**src/rtl/ps2_pkg.sv**
```systemverilog
// ps2_pkg: scan-code constants and frame FSM states shared by the PS/2 decoder.
package ps2_pkg;

  localparam logic [7:0]  PS2_EXT       = 8'hE0;
  localparam logic [7:0]  PS2_REL       = 8'hF0;
  localparam logic [7:0]  PS2_PAUSE     = 8'hE1;
  localparam int unsigned PS2_PAUSE_LEN = 7;
  localparam int unsigned SKIP_W        = 3;

  typedef enum logic [1:0] {
    IDLE = 2'd0,
    RECV = 2'd1,
    DONE = 2'd2
  } ps2_state_t;

endpackage

```
**src/rtl/ps2_line_filter.sv**
```systemverilog
// ps2_line_filter: synchronizes the raw PS/2 lines, glitch-filters the clock
// and emits a one-cycle strobe on each filtered falling edge.
//   clk, rst_n : system clock, async active-low reset
//   ps2_clk    : raw PS/2 clock pin (async, idle high)
//   ps2_data   : raw PS/2 data pin (async, idle high)
//   fall       : one-cycle strobe, filtered clock went high-to-low
//   data       : synchronized data line, valid to sample on fall
module ps2_line_filter #(
  parameter int unsigned FILTER = 8
) (
  input  logic clk,
  input  logic rst_n,
  input  logic ps2_clk,
  input  logic ps2_data,
  output logic fall,
  output logic data
);

  localparam int unsigned CW = $clog2(FILTER + 1);

  logic [1:0]    clk_sync;
  logic [1:0]    data_sync;
  logic          filt;
  logic [CW-1:0] cnt;
  logic          flip;

  // FILTER-th consecutive sample at the new level commits the change
  assign flip = (clk_sync[1] != filt) && (cnt == CW'(FILTER - 1));
  assign data = data_sync[1];

  // Synchronizers, run-length filter and fall strobe
  always_ff @(posedge clk or negedge rst_n) begin
    if (!rst_n) begin
      clk_sync  <= 2'b11;
      data_sync <= 2'b11;
      filt      <= 1'b1;
      cnt       <= '0;
      fall      <= 1'b0;
    end else begin
      clk_sync  <= {clk_sync[0], ps2_clk};
      data_sync <= {data_sync[0], ps2_data};
      fall      <= flip & filt;
      if (clk_sync[1] == filt) begin
        cnt <= '0;
      end else if (flip) begin
        filt <= clk_sync[1];
        cnt  <= '0;
      end else begin
        cnt <= cnt + CW'(1);
      end
    end
  end

endmodule

```
**src/rtl/ps2_key_decoder.sv**
```systemverilog
// ps2_key_decoder: receives PS/2 keyboard frames and produces the 11-bit
// ps2_key event word; bit 10 toggles on every decoded key event.
//   clk, rst_n : system clock, async active-low reset
//   ps2_clk    : raw PS/2 clock pin
//   ps2_data   : raw PS/2 data pin
//   ps2_key    : {toggle, pressed, extended, scan[7:0]}
//   frame_err  : one-cycle pulse on a parity or stop error
//   busy       : high while a frame is being received
module ps2_key_decoder #(
  parameter int unsigned FILTER  = 8,
  parameter int unsigned TIMEOUT = 96000
) (
  input  logic        clk,
  input  logic        rst_n,
  input  logic        ps2_clk,
  input  logic        ps2_data,
  output logic [10:0] ps2_key,
  output logic        frame_err,
  output logic        busy
);

  import ps2_pkg::*;

  localparam int unsigned TW = $clog2(TIMEOUT + 1);

  ps2_state_t        state_q, state_d;
  logic [9:0]        shreg_q, shreg_d;
  logic [3:0]        bitcnt_q, bitcnt_d;
  logic [TW-1:0]     tcnt_q, tcnt_d;
  logic              ext_q, ext_d;
  logic              rel_q, rel_d;
  logic [SKIP_W-1:0] skip_q, skip_d;
  logic [10:0]       key_d;
  logic              err_d;
  logic              fall;
  logic              data;
  logic [7:0]        rx_byte;
  logic              frame_ok;

  ps2_line_filter #(.FILTER(FILTER)) u_filter (
    .clk      (clk),
    .rst_n    (rst_n),
    .ps2_clk  (ps2_clk),
    .ps2_data (ps2_data),
    .fall     (fall),
    .data     (data)
  );

  // Bits shift in from the top, so after ten bits [7:0]=byte, [8]=parity, [9]=stop
  assign rx_byte  = shreg_q[7:0];
  assign frame_ok = (^shreg_q[8:0]) & shreg_q[9];

  // Frame FSM, timeout and prefix/skip decode
  always_comb begin
    state_d  = state_q;
    shreg_d  = shreg_q;
    bitcnt_d = bitcnt_q;
    tcnt_d   = tcnt_q;
    ext_d    = ext_q;
    rel_d    = rel_q;
    skip_d   = skip_q;
    key_d    = ps2_key;
    err_d    = 1'b0;
    case (state_q)
      IDLE: begin
        if (fall && !data) begin
          shreg_d  = '0;
          bitcnt_d = '0;
          tcnt_d   = '0;
          state_d  = RECV;
        end
      end
      RECV: begin
        // A fall on the expiry cycle still counts as a bit
        if (fall) begin
          shreg_d  = {data, shreg_q[9:1]};
          bitcnt_d = bitcnt_q + 4'd1;
          tcnt_d   = '0;
          if (bitcnt_q == 4'd9) state_d = DONE;
        end else if (tcnt_q == TW'(TIMEOUT)) begin
          state_d = IDLE;
        end else begin
          tcnt_d = tcnt_q + TW'(1);
        end
      end
      DONE: begin
        state_d = IDLE;
        if (!frame_ok) begin
          err_d  = 1'b1;
          ext_d  = 1'b0;
          rel_d  = 1'b0;
          skip_d = '0;
        end else if (skip_q != '0) begin
          skip_d = skip_q - SKIP_W'(1);
        end else if (rx_byte == PS2_PAUSE) begin
          skip_d = SKIP_W'(PS2_PAUSE_LEN);
        end else if (rx_byte == PS2_EXT) begin
          ext_d = 1'b1;
        end else if (rx_byte == PS2_REL) begin
          rel_d = 1'b1;
        end else begin
          key_d = {~ps2_key[10], ~rel_q, ext_q, rx_byte};
          ext_d = 1'b0;
          rel_d = 1'b0;
        end
      end
      default: state_d = IDLE;
    endcase
  end

  // State and output registers
  always_ff @(posedge clk or negedge rst_n) begin
    if (!rst_n) begin
      state_q   <= IDLE;
      shreg_q   <= '0;
      bitcnt_q  <= '0;
      tcnt_q    <= '0;
      ext_q     <= 1'b0;
      rel_q     <= 1'b0;
      skip_q    <= '0;
      ps2_key   <= '0;
      frame_err <= 1'b0;
      busy      <= 1'b0;
    end else begin
      state_q   <= state_d;
      shreg_q   <= shreg_d;
      bitcnt_q  <= bitcnt_d;
      tcnt_q    <= tcnt_d;
      ext_q     <= ext_d;
      rel_q     <= rel_d;
      skip_q    <= skip_d;
      ps2_key   <= key_d;
      frame_err <= err_d;
      busy      <= (state_d != IDLE);
    end
  end

endmodule

```
**config.mk**
```make
export PLATFORM = sky130hd
export DESIGN_NAME = ps2_key_decoder
export DESIGN_NICKNAME = d
export VERILOG_FILES = /design/src/rtl/ps2_pkg.sv /design/src/rtl/ps2_line_filter.sv /design/src/rtl/ps2_key_decoder.sv
export SDC_FILE = /design/constraint.sdc
export NUM_CORES = 1
export LEC_CHECK = 0
export ABC_CLOCK_PERIOD_IN_PS = 2150
export CORE_MARGIN = 10
export CORE_UTILIZATION = 53
export CTS_CLUSTER_SIZE = 12
export DETAILED_ROUTE_END_ITERATION = 16
export PLACE_DENSITY = 0.75
export SLEW_MARGIN = 40
export SYNTH_ARGS = -nofsm -noshare
export SYNTH_HDL_FRONTEND = slang
export SYNTH_HIERARCHICAL = 1
export SYNTH_SLANG_ARGS = --single-unit
```
**constraint.sdc**
```tcl
create_clock -name clk -period 2.15 [get_ports clk]
set_input_delay 0.3225 -clock clk [delete_from_list [all_inputs] [get_ports clk]]
set_output_delay 0.3225 -clock clk [all_outputs]
set_load 0.05 [all_outputs]
```
==> results of run 1 <==
cells by family (layout without fill, tap and decap cells):
group | Yosys count | in the layout
simple gates | 107 | 107
flops | 61 | 61
compound gates | 37 | 37
buf+inv | 24 | 61
xor+xnor | 15 | 15
mux | 15 | 15
fa+ha+maj | 13 | 13
power by group:
| part | switching (mW) | total (mW) | internal [mW] |
|---|---|---|---|
| Clock | 0.433 | 0.974 | 0.540 |
| Sequential | 0.0364 | 1.23 | 1.19 |
| Combinational | 0.0679 | 0.134 | 0.0662 |
| Total | 0.537 | 2.34 | 1.80 |
cells in the final DEF (no fill, tap or decap), drive strengths merged, types with 6 or more instances in the layout:
master / count
nand2: 25
clkbuf: 13
o21ai: 11
xnor2: 8
dfrtp: 56
xor2: 6
a21oi: 12
nand4: 8
inv: 16
buf: 14
clkdlybuf4s50: 15
nand3: 14
mux2: 10
ha: 13
nor2: 19
cells in the mapped netlist (2+ instances only):
cell,number,area [µm²]
a21oi_1,12,60.1
and2_1,4,25.0
and3_1,3,18.8
and4_1,3,26.3
clkbuf_1,7,26.3
dfrtp_1,56,1400
dfstp_2,5,131
ha_1,13,163
inv_1,16,60.1
mux2_4,9,135
mux2i_1,5,50.1
nand2_1,25,93.8
nand2b_1,4,25.0
nand3_1,14,70.1
nand3b_1,3,22.5
nand4_1,8,50.1
nand4b_1,2,17.5
nor2_1,19,71.3
nor2b_1,3,18.8
nor3_1,2,10.0
nor4_1,3,18.8
o211ai_1,2,15.0
o21ai_0,10,50.1
o22ai_1,2,12.5
o31ai_1,3,22.5
or3_1,4,25.0
or4_1,3,22.5
xnor2_1,6,52.6
xor2_1,6,52.6
layer usage:
layer  wire length (µm)  global-route usage (%)
met2               2450                    20.9
met3                343                    4.24
met4                 49                    4.61
met1               2470                    15.9
met5                  0                       0
flip-flops by register name, indices dropped and copies added, names as in the netlist:
register and flops:
u_filter/cnt 4, ext_q 1, frame_err 1, shreg_q 10
u_filter/filt 1, ps2_key 11, bitcnt_q 4, u_filter/clk_sync 2
busy 1, rel_q 1, tcnt_q 17, skip_q 3
u_filter/data_sync 2, state_q 2, u_filter/fall 1
cell type report:
class,instances,area [µm²]
Tap cell,72,90.1
Clock inverter,3,17.5
Timing Repair Buffer,29,265
Multi-Input combinational cell,187,1350
Inverter,16,60.1
Fill cell,444,1980
Sequential cell,61,1530
Clock buffer,13,179
worst register-to-register path, cell delays in order, from the launching register on:
cell	delay, ns
dfrtp_1	0.38
ha_1	0.28
xnor3_2	0.45
xnor2_4	0.16
and4_4	0.36
mux2_1	0.34
how the worst max path moves through the flow:
stage / endpoint / slack, ns / depth (start not counted)
6_report: ps2_key[7] / 0.07 / 5
5_1_grt: ps2_key[7] / 0.01 / 5
4_1_cts: ps2_key[7] / 0.04 / 5
3_5_place_dp: ps2_key[7] / 0.06 / 5
3_3_place_gp: ps2_key[7] / 0.09 / 5
2_1_floorplan: ps2_key[0] / -0.03 / 6
repair_timing:
action,in CTS,in global routing
endpoints found under the setup margin,0,1
buffers inserted,0,2
resized for setup,0,0
==> results.py, run 1 <==
metrics = {
    "clock_tree": {
        "clk_latency_ns": 0.33,
        "cts_buffer_depth": 2,
        "cts-htree-levels": 3,
        "clkSinkCount": 61,
        "root_buffer": "clkbuf_8",
        "tritoncts": "yes",
        "numCtsBuffers": 9,
        "path_clk_slew_ns": 0.07,
        "hold_buffers": 0,
    },
    "logic_synthesis": {
        "synth_cell_types": 49,
        "yosys_warnings": 6,
        "synth_edf_count": 0,
        "syn_nets": 289,
        "synthFlopType": "dfrtp_1",
        "syn_avg_cell_area_um2": 11.0,
        "netlist_area_mm2": 0.00298,
        "synthAdderAreaFrac_pct": 5.45,
        "ys_seq_elements": 61,
        "synth-xor-area-share_pct": 5.79,
        "synth-simple-area-share_pct": 19.8,
        "yosysSeqAreaShare_pct": 51.4,
        "synth_top_family_by_area": "simple AND/OR/NAND/NOR gates",
        "synthArstFlopShare_pct": 100,
        "synth_compound_area_share_pct": 7.47,
        "synthMuxAreaShare_pct": 6.59,
        "synthCells": 272,
    },
    "grt": {
        "track_usage_pct": 13.0,
        "grt_max_degree": 37,
        "grt_pass1_vias": 2095,
        "grt_first_pass_wirelength_um": 9400,
        "overflow": 0,
        "antenna_found_initial": 0,
    },
    "status": {
        "status": "finished, violations left",
        "violations": "hold timing",
    },
    "drt": {
        "drc_errors": 0,
        "drtIter0Drc": 76,
        "drt-total-wl_um": 5310,
        "ant_nets": 0,
        "wl_per_cell_um": 13.9,
        "via_per_inst": 5.42,
        "vias": 2065,
        "drtPass1Iterations": 4,
    },
    "placement": {
        "dpl-instance-area_mm2": 0.00328,
        "dp.cells": 363,
        "numPortBuffers": 16,
        "post-place-ws_ns": 0.0635,
        "dp_hpwl_um": 3700,
        "gp_congestion": 0.828,
    },
    "worst_setup_path": {
        "r2r_start": "shreg_q[6]",
        "required_ns": 2.37,
        "cp_cell_sequence": "ha_1 > xnor3_2 > xnor2_4 > and4_4 > mux2_1",
        "worst_setup_path_end_kind": "flip-flop",
        "max_stage_delay_ns": 0.45,
        "worstPathArrival_ns": 2.30,
        "path_buf_inv": 0,
        "reg2reg_setup_slack_ns": 0.07,
        "cp_slowest_cell": "xnor3_2",
        "reg2reg_depth": 5,
        "worstSetupPathType": "reg2reg",
        "start_kind": "flip-flop",
        "rr_endpoint": "ps2_key[7]",
        "cpLargestDelayFamily": "XOR/XNOR gates",
        "cp_max_fo": 11,
        "startpoint": "shreg_q[6]",
    },
    "floorplanning": {
        "die_w_um": 95.0,
        "die-area_mm2": 0.00903,
        "core_mm2": 0.00547,
        "fp-row-count": 27,
        "fp.dieH_um": 95.0,
        "initial_core_util_pct": 54.5,
        "ios": 17,
    },
    "run": {
        "drv_cap": 0,
    },
    "pwr": {
        "peakVddDrop_mv": 0.585,
        "p_leak_nw": 1.65,
        "total_power_mw": 2.34,
        "p_per_area_mw_per_mm2": 670,
    },
    "final_layout": {
        "final_core_util_pct": 63.8,
        "antenna_cells": 0,
        "finalInstanceArea_mm2": 0.00349,
        "nets": 321,
        "layoutNonFillerInstCount": 381,
        "layout-drive-gt1-share_pct": 17.2,
        "syn_to_final_growth_pct": 17.1,
    },
    "sta": {
        "fin_crit_ns": 2.08,
        "tightest_slew_ns": 0.592,
        "hold_ws_ns": -0.0125,
        "fmax_mhz": 481,
        "slew_headroom_pct": 60.6,
        "setup_viol": 0,
        "hold_viol_final": 17,
        "fin_setup_tns_ns": 0,
        "slew_viol_final": 0,
        "fin_ws_ns": 0.0691,
        "clock_skew_ns": 0.00781,
        "period_share_pct": 96.8,
        "rsz0062_at_grt": "no",
    },
    "min_path": {
        "hold_path_class": "in2async",
    },
}
(Power assumes the default switching activity.)
==> run 2, diff against run 1 <==
--- a/config.mk
+++ b/config.mk
@@ -10,9 +10,9 @@
 export CORE_UTILIZATION = 53
 export CTS_CLUSTER_SIZE = 12
 export DETAILED_ROUTE_END_ITERATION = 16
+export GPL_TIMING_DRIVEN = 0
 export PLACE_DENSITY = 0.75
 export SLEW_MARGIN = 40
 export SYNTH_ARGS = -nofsm -noshare
 export SYNTH_HDL_FRONTEND = slang
-export SYNTH_HIERARCHICAL = 1
 export SYNTH_SLANG_ARGS = --single-unit
==> run 2 against run 1 <==
Against the previous run:
- the run now ends clean
- synthesized area decreased by 0.67%
- global-route usage increased by 1.1 points
- die area decreased by 0.53%
- clock power increased by 26%
- via count increased by 7.5%
- worst setup slack got worse by 0.015 ns
- clock skew decreased by 0.00064 ns
- total power increased by 9.3%
- largest power group is now the clock network
==> results.py, run 2 <==
metrics = {
    "status": {
        "status": "complete, no violations",
    },
    "worst_setup_path": {
        "path_buf_inv": 1,
        "worstPathArrival_ns": 2.32,
        "worst_setup_path_end_kind": "flip-flop",
        "required_ns": 2.37,
        "max_stage_delay_ns": 0.42,
        "worstSetupPathType": "reg2reg",
        "cpLargestDelayFamily": "XOR/XNOR gates",
        "start_kind": "flip-flop",
        "cp_cell_sequence": "ha_4 > xnor3_1 > xnor2_2 > nand2_2 > nor2_4 > buf_6 > mux2_2",
        "cp_slowest_cell": "dfrtp_1",
        "cp_max_fo": 5,
    },
    "final_layout": {
        "final_core_util_pct": 66.3,
        "antenna_cells": 0,
        "top_regs": "tcnt_q (17), ps2_key (11), shreg_q (10)",
        "finalInstanceArea_mm2": 0.00363,
        "final_cell_mix": "dfrtp_1, o21ai_0, nand3_1, nor2_1, nand2_1",
        "largest_reg_flops": 17,
        "syn_to_final_growth_pct": 22.5,
        "layout-drive-gt1-share_pct": 17.3,
        "nets": 335,
        "layout_commonest_cell": "dfrtp_1",
        "regMostFlops": "tcnt_q",
        "layoutNonFillerInstCount": 395,
    },
    "sta": {
        "clock_skew_ns": 0.00718,
        "slew_viol_final": 0,
        "tightest_slew_ns": 0.535,
        "fin_setup_tns_ns": 0,
        "fin_crit_ns": 2.10,
        "setup_viol": 0,
        "hold_viol_final": 0,
        "fin_ws_ns": 0.0543,
        "slew_headroom_pct": 64.2,
        "hold_ws_ns": 0.358,
        "period_share_pct": 97.5,
        "fmax_mhz": 477,
    },
    "clock_tree": {
        "cts_buffer_depth": 2,
        "numCtsBuffers": 9,
        "clkSinkCount": 61,
        "tritoncts": "yes",
        "cts-htree-levels": 3,
        "path_clk_slew_ns": 0.07,
        "clk_latency_ns": 0.34,
        "root_buffer": "clkbuf_8",
    },
    "logic_synthesis": {
        "synth.most_common_cell": "dfrtp_1",
        "netlist_area_mm2": 0.00296,
        "yosys_warnings": 0,
        "synthTopCellsByArea": "dfrtp_1, ha_1, dfstp_2",
        "synth_cell_types": 49,
        "synth_edf_count": 0,
        "synthArstFlopShare_pct": 100,
        "syn_avg_cell_area_um2": 10.6,
        "yosysSeqAreaShare_pct": 51.7,
        "ys_seq_elements": 61,
        "synthCells": 280,
        "syn_nets": 297,
        "yosys.area.top_type_share_pct": 47.3,
        "synth_commonest_cells": "dfrtp_1, o21ai_0, nand3_1, nor2_1, nand2_1",
        "synth.largest_area_cell": "dfrtp_1",
        "synthFlopType": "dfrtp_1",
    },
    "drt": {
        "wl_per_cell_um": 15.0,
        "ant_nets": 0,
        "drtIter0Drc": 89,
        "vias": 2219,
        "drc_errors": 0,
        "drtPass1Iterations": 4,
        "drt-total-wl_um": 5920,
        "via_per_inst": 5.62,
    },
    "grt": {
        "grt_max_degree": 34,
        "antenna_found_initial": 0,
        "grt_pass1_vias": 2159,
        "overflow": 0,
        "track_usage_pct": 14.0,
        "grt_first_pass_wirelength_um": 10000,
    },
    "placement": {
        "numPortBuffers": 16,
        "dpl-instance-area_mm2": 0.00325,
        "post-place-ws_ns": -0.154,
        "dp.cells": 369,
        "gp_congestion": 0.830,
        "dp_hpwl_um": 3950,
    },
    "floorplanning": {
        "fp.dieH_um": 94.8,
        "ios": 17,
        "core_mm2": 0.00547,
        "initial_core_util_pct": 54.1,
        "die_w_um": 94.8,
        "fp-row-count": 27,
        "die-area_mm2": 0.00898,
    },
    "pwr": {
        "p_leak_nw": 1.62,
        "peakVddDrop_mv": 0.498,
        "total_power_mw": 2.56,
        "p_per_area_mw_per_mm2": 705,
    },
    "run": {
        "drv_cap": 0,
    },
    "min_path": {
        "hold_path_class": "reg2reg",
    },
}
==> run 2: final timing paths <==
kind / startpoint / end / slack, ns / depth (start not counted)
setup / recovery: shreg_q[6] / ps2_key[3] / 0.05 / 7
hold / removal: u_filter.clk_sync[0] / u_filter.clk_sync[1] / 0.36 / 0
setup reg to reg: shreg_q[6] / ps2_key[3] / 0.05 / 7
hold reg to reg: u_filter.clk_sync[0] / u_filter.clk_sync[1] / 0.36 / 0
max in group asynchronous: rst_n / busy / 1.21 / 3
min in group asynchronous: rst_n / rel_q / 0.44 / 2
==> run 2: final cells by class <==
class | instances | area (µm²)
fill | 445 | 1840
sequential | 61 | 1530
multi-input combinational | 197 | 1400
timing repair buffer | 27 | 259
clock buffer | 10 | 128
clock inverter | 6 | 111
tap | 72 | 90.1
buffer | 8 | 55.1
inverter | 14 | 52.6
==> run 2: worst register-to-register path: stages (launching register included) <==
cell	delay (ns)
dfrtp_1	0.42
ha_4	0.26
xnor3_1	0.37
xnor2_2	0.19
nand2_2	0.12
nor2_4	0.15
buf_6	0.14
mux2_2	0.32
==> run 2: cells by family after synthesis <==
| kind of cell | synth area share, % |
|---|---|
| compound gates | 11.4 |
| xor+xnor | 4.60 |
| buf+inv | 3.42 |
| mux | 4.14 |
| simple gates | 19.2 |
| flops | 51.7 |
| fa+ha+maj | 5.49 |
==> run 2: repair_timing <==
action | in CTS | in global routing
pin swaps | 5 | 2
hold endpoints to repair | 23 | 0
cloned | 1 | 0
endpoints found under the setup margin | 8 | 30
hold buffers | 1 | 0
gates resized for setup | 4 | 13
setup buffers | 5 | 3
==> run 2: routing by layer <==
metal / vias to the layer above / global-route usage (%) / wire (µm)
met5: - / 0 / 0
met2: 44 / 22.3 / 2820
met4: 0 / 4.49 / 78
met3: 11 / 5.63 / 340
met1: 1094 / 17.1 / 2680
li1: 1070 / - / -
==> run 2: report_power, final <==
group	total [mW]	leakage, nW	internal (mW)	switching [mW]
combinational	0.109	0.672	0.0500	0.0592
clock	1.23	0.116	0.770	0.462
sequential	1.22	0.831	1.19	0.0254
